## config.mk

```make
export PLATFORM = sky130hd
export DESIGN_NAME = rf_write_arbiter
export DESIGN_NICKNAME = d
export VERILOG_FILES = /design/src/rtl/rf_write_arbiter.sv
export SDC_FILE = /design/constraint.sdc
export NUM_CORES = 1
export LEC_CHECK = 0
export BUFFER_PORTS_ARGS = -buffer_cell sky130_fd_sc_hd__buf_4
export CORE_ASPECT_RATIO = 1.4
export CORE_MARGIN = 8
export CORE_UTILIZATION = 41
export CTS_BUF_LIST = sky130_fd_sc_hd__clkbuf_16
export CTS_CLUSTER_SIZE = 14
export DETAILED_ROUTE_END_ITERATION = 10
export PLACE_DENSITY = 0.9
export SLEW_MARGIN = 10
export SYNTH_ARGS = -nofsm -noshare
export SYNTH_HDL_FRONTEND = slang
export SYNTH_SLANG_ARGS = --single-unit
```

## constraint.sdc

```tcl
create_clock -name clock -period 1.7 [get_ports clock]
set_input_delay 0.34 -clock clock [delete_from_list [all_inputs] [get_ports clock]]
set_output_delay 0.34 -clock clock [all_outputs]
set_load 0.02 [all_outputs]
```

## src/rtl/rf_write_arbiter.sv

```systemverilog
`default_nettype none
// +----------------------------------------------------------------------------------------+
// | rf_write_arbiter: shares one register-file write port between WB and the LLU return.    |
// | The optional starve_events counter is built under `RF_ARB_STARVE_COUNT_EN. Rev 1.0      |
// +----------------------------------------------------------------------------------------+
module rf_write_arbiter #(
  parameter int STARVE_LIMIT = 4,
  parameter int CNT_W        = 16
) (
  input  logic             clock,
  input  logic             reset,
  input  logic             wb_valid,
  input  logic [4:0]       wb_addr,
  input  logic [31:0]      wb_data,
  input  logic             llu_valid,
  input  logic [4:0]       llu_addr,
  input  logic [31:0]      llu_data,
  output logic             llu_ready,
  output logic             stall_pipe,
  output logic [31:0]      rf_addr_rd,
  output logic [31:0]      rf_data_rd,
  output logic             rf_write_enable,
  output logic             grant_src,
  output logic [CNT_W-1:0] starve_events
);

  typedef enum logic [0:0] {
    NORMAL = 1'b0,
    FORCE  = 1'b1
  } state_t;

  localparam logic [3:0] LIMIT = 4'(STARVE_LIMIT);

  state_t      state;
  state_t      state_next;
  logic [3:0]  wait_cnt;
  logic [3:0]  wait_next;
  logic        grant;
  logic        grant_llu;
  logic [4:0]  grant_addr;
  logic [31:0] grant_data;

  always_comb begin
    state_next = NORMAL;
    wait_next  = '0;
    grant      = 1'b0;
    grant_llu  = 1'b0;
    grant_addr = wb_addr;
    grant_data = wb_data;
    llu_ready  = 1'b0;
    case (state)
      NORMAL: begin
        if (wb_valid) begin
          grant = 1'b1;
          if (llu_valid) begin
            wait_next = wait_cnt + 4'd1;
            if (wait_next == LIMIT) state_next = FORCE;
          end
        end else if (llu_valid) begin
          grant      = 1'b1;
          grant_llu  = 1'b1;
          grant_addr = llu_addr;
          grant_data = llu_data;
          llu_ready  = 1'b1;
        end
      end
      FORCE: begin
        // The WB request is dropped; the stalled pipeline re-presents it next cycle.
        grant      = llu_valid;
        grant_llu  = 1'b1;
        grant_addr = llu_addr;
        grant_data = llu_data;
        llu_ready  = llu_valid;
      end
      default: ;
    endcase
    if (reset) llu_ready = 1'b0;
  end

  always_ff @(posedge clock or posedge reset) begin
    if (reset) begin
      state      <= NORMAL;
      wait_cnt   <= '0;
      stall_pipe <= 1'b0;
    end else begin
      state      <= state_next;
      wait_cnt   <= wait_next;
      stall_pipe <= (state_next == FORCE);
    end
  end

  always_ff @(posedge clock or posedge reset) begin
    if (reset) begin
      rf_addr_rd      <= '0;
      rf_data_rd      <= '0;
      rf_write_enable <= 1'b0;
      grant_src       <= 1'b0;
    end else if (grant) begin
      rf_addr_rd      <= {27'b0, grant_addr};
      rf_data_rd      <= grant_data;
      rf_write_enable <= (grant_addr != 5'd0);
      grant_src       <= grant_llu;
    end else begin
      rf_write_enable <= 1'b0;
    end
  end

`ifdef RF_ARB_STARVE_COUNT_EN
  always_ff @(posedge clock or posedge reset) begin
    if (reset) begin
      starve_events <= '0;
    end else if ((state == FORCE) && (starve_events != {CNT_W{1'b1}})) begin
      starve_events <= starve_events + 1'b1;
    end
  end
`else
  assign starve_events = '0;
`endif

endmodule
`default_nettype wire

```

# Word level (Yosys, flattened, before mapping)
# Index checks and enable logic that the tools add are counted.
# word_totals
latch_bits,0
inputBits,78
memories,0
ramBits,0
romBits,0
reg_bits,44
elab_cells,31
output_inout_bits,84
# op_classes
n_mux,21
n_lt_le_gt_ge,0
bitwise,1
div,0
shift,0
n_reduce_logical,1
eq_ne,1
multipliers,0
n_addsub,1
# op_table
op,count
32-bit two-way mux,2
32-bit one-hot mux with 2 select lines,1
4-bit two-way mux,3
5-bit two-way mux,2
5-bit one-hot mux with 2 select lines,1
1-bit two-way mux,9
1-bit one-hot mux with 2 select lines,3
5-bit nonzero test,1
4-bit by 1-bit adder with 4-bit output (second input constant),1
4-bit by 3-bit equality test with 1-bit output (second input constant),1
1-bit inverter,1

# Depth between registers and ports, before layout
# depth
ltp_word,6
ltp_mapped,5

# Least setup slack after synthesis
# No wires, ideal clock.
# synth_timing
kind,register to output
startpoint,register state
endpoint,output llu_ready
t_arrival_ns,1.342
n_path_buf,2
path_stages_with_launch,5
path_slack_ns,0.018
required_ns,1.360
cell_sequence,dfrtp_1 nor2b_1 buf_4 buf_2 nor3b_1
# synth_via
elab_chain_cells,3
# synth_lines
item,line_no,rtl
start: declaration,34,state_t state;
start signal: assignment,86,state <= state_next;
1-bit inverter,-,
1-bit one-hot mux with 2 select lines (*),51,case (state)
1-bit two-way mux (*),77,if (reset) llu_ready = 1'b0;
end: declaration,18,"output logic llu_ready,"
# Every way passes the cells marked *; elsewhere a longest branch is shown, timed or not.

# Worst setup path after layout
# Ends and elaborated chain as after synthesis.

==> results by group <==
Outcome
  – Run status: finished clean

STA
  – Finish-stage setup viols: 0
  – Skew final: 1.656 ps
  – Slew Limit Fails: 0
  – Worst hold slack: 35.83 ps
  – Hold Vio Cnt, Final: 0
  – Period Utilization, post-route: 83.91%
  – Max frequency: ~0.70 GHz
  – RSZ-0062 raised after global routing: no
  – Setup TNS: 0 ps
  – Crit path time final: 1426 ps
  – Worst setup margin: approximately 270 ps

CTS
  – Sink Count: 44
  – Clock transition at path regs: 60 ps
  – # Post-CTS Setup Buffers: 0
  – CTS Buffer Depth: 2
  – Total CTS buffers: 5
  – Hold Buf Count CTS: 0
  – Clk_lat worst skew: roughly 270 ps
  – Post_cts resized: 0
  – TritonCTS clock tree: yes
  – H-tree Lvls: 2
  – Clock root buffer: clkbuf_16

Placement
  – Post-DP HPWL: 5285 um
  – Port Buffer Count: roughly 120
  – Final GP Congestion: ~0.74
  – Place WS: 305.8 ps
  – Cells after DPL: 409

Synthesis
  – Cells after Synth: 233
  – Syn Std Cell Area: 2338 sq um
  – Netlist cell types: 22
  – Mean post-synth cell area: 10.04 sq um
  – YS warnings: 0
  – Sequential share of the synthesized area: ~47%
  – Register bit total from synthesis: 44

Final layout
  – Post-route insts no fill: 417
  – Area Growth Syn to Fin: 40.72%
  – Fin util: 59.56%
  – Fraction of layout cells with a size suffix above 1: 38.40%
  – N_diodes: 0
  – Final nets: around 430

Worst setup path
  – R2R cell count: 4
  – Critical Path Fanout Max: 3
  – Critical path capture point type: output port
  – Critical Path AT: 1090 ps
  – WS Path Type: reg2out
  – Worst Path Required: ~1400 ps
  – Type of origin of the critical path: flip-flop

Die
  – Die height: 105.4 um
  – Row count: 32
  – Core Region: between 5000 and 6000 sq um
  – Starting Density: 42.32%
  – Die Area: 8411 sq um
  – IO Pins: 162
  – Die width: 79.83 um

Pwr
  – Pwr/cell area: 890.3 nW/um^2
  – Switching share of power: 27.28%
  – Flop pwr share: 40.5%
  – Clock network power share: 35.4%
  – Comb pwr share: roughly 24%
  – Switching power: 0.7994 mW
  – Lkg Pwr: 1.767 nW
  – Pint: 2.130 mW
  – Worst vdd ir: 443.8 uV

Detailed routing
  – Initial drt markers: 47
  – Wire length per cell: 15.32 um
  – DR pass1 iterations: 4
  – Post-DRT Antenna Nets: 0
  – Vias/cell: 4.578
  – Total number of vias: about 1,900
  – Residual DRC count: 0
  – WL final: around 6400 um

Hold path
  – Worst hold path class: in2async

Global routing
  – Antenna violations before repair: 0
  – Met2 usage: 26.18%
  – GR Util met1: 15.99%
  – Largest net degree at the start of global routing: 55
  – M3 GR Usage: 4.932%
  – Vias in the first global route: approximately 2,200
  – First-pass GRT wire length: between 10,000 and 15,000 um
  – Grt peak-use layer: met2
  – Gr ovfl total: 0
  – GRT Total Usage: 14.71%

Flow run
  – Maxcap violations: 0
[worst max-delay path, stage by stage (launching register included)]
cell and delay, ps:
dfrtp_1 380, nor2b_4 70, nor3b_1 190, buf_4 180
[per-layer routing]
layer | part of all wire (%) | vias up | routed length [um]
met5 | 0 | - | 0
li1 | - | 920 | -
met2 | 52 | 102 | 3350
met3 | 8.5 | 8 | 546
met4 | 1.6 | 0 | 104
met1 | 37 | 879 | 2389
[flip-flops by register name, summed over array words and instances (netlist names)]
name             count
rf_addr_rd           5
state                1
wait_cnt             4
rf_write_enable      1
rf_data_rd          32
grant_src            1
[cells in the mapped netlist]
cell type | instances | share of area [%]
clkbuf_1 | 3 | 0.48
and3_1 | 1 | 0.27
buf_4 | 49 | 16
nor3b_1 | 1 | 0.32
nand2_2 | 1 | 0.27
o21ai_0 | 37 | 7.9
xnor2_1 | 1 | 0.37
nand2_1 | 37 | 5.9
nand3_1 | 1 | 0.21
buf_2 | 4 | 0.86
or4_1 | 2 | 0.64
inv_1 | 1 | 0.16
nor2_1 | 5 | 0.80
buf_6 | 1 | 0.48
mux2i_1 | 37 | 16
nor2b_1 | 1 | 0.27
conb_1 | 1 | 0.16
nor4b_2 | 1 | 0.64
o21ai_1 | 3 | 0.64
ha_1 | 1 | 0.53
dfrtp_1 | 44 | 47
xor2_1 | 1 | 0.37
[power groups by stage]
stage	sequential (mW)	combinational, mW	clock (mW)
after floorplan	1.31	0.342	0
after global placement	1.20	0.692	0
after detailed placement	1.20	0.709	0
after CTS	1.19	0.709	1.07
after global routing	1.20	0.761	1.12
final	1.19	0.705	1.04
[worst paths after layout]
| kind | end | slack (ps) | start |
|---|---|---|---|
| hold / removal | rf_data_rd[28] | 40 | reset |
| setup reg to reg | state | 470 | state |
| setup / recovery | llu_ready | 270 | state |
| hold reg to reg | state | 470 | wait_cnt[3] |
| max in group asynchronous | rf_data_rd[2] | 1200 | reset |
| min in group clock | rf_data_rd[10] | 270 | wb_data[10] |
[metrics by stage]
| step | instance area (sq um) | power [mW] |
|---|---|---|
| floorplan | 2496 | 1.649 |
| global placement | 3127 | 1.890 |
| detailed placement | 3127 | 1.913 |
| CTS | 3291 | 2.968 |
| global route | 3291 | 3.078 |
| finish | 3291 | 2.930 |
[cells in the final DEF (no fill, tap or decap), drive strengths merged]
cell	n
and3	1
buf	123
bufinv	1
clkbuf	5
clkinv	1
conb	43
dfrtp	44
ha	1
inv	2
mux2i	37
nand2	38
nand3	1
nor2	5
nor2b	1
nor3b	1
nor4b	1
o21ai	40
or4	2
xnor2	1
xor2	1
[cells by family after synthesis]
kind of cell,share of synthesized area (%)
buffers and inverters,17.71
AND/OR/NAND/NOR,9.363
flip-flops,47.08
AO/OA/AOI/OAI,8.561
multiplexers,15.84
XOR/XNOR,0.7492
adder cells (fa/ha/maj),0.5350
other,0.1604
[layout make-up]
| type | count | area [sq um] |
|---|---|---|
| timing repair buffer | 123 | 948.4 |
| clock buffer | 5 | 125.1 |
| tap | 68 | 85.08 |
| clock inverter | 3 | 38.79 |
| inverter | 1 | 3.754 |
| sequential | 44 | 1101 |
| fill | 487 | 2235 |
| multi-input combinational | 173 | 988.4 |
No activity file was read; power rests on OpenSTA's default activity.
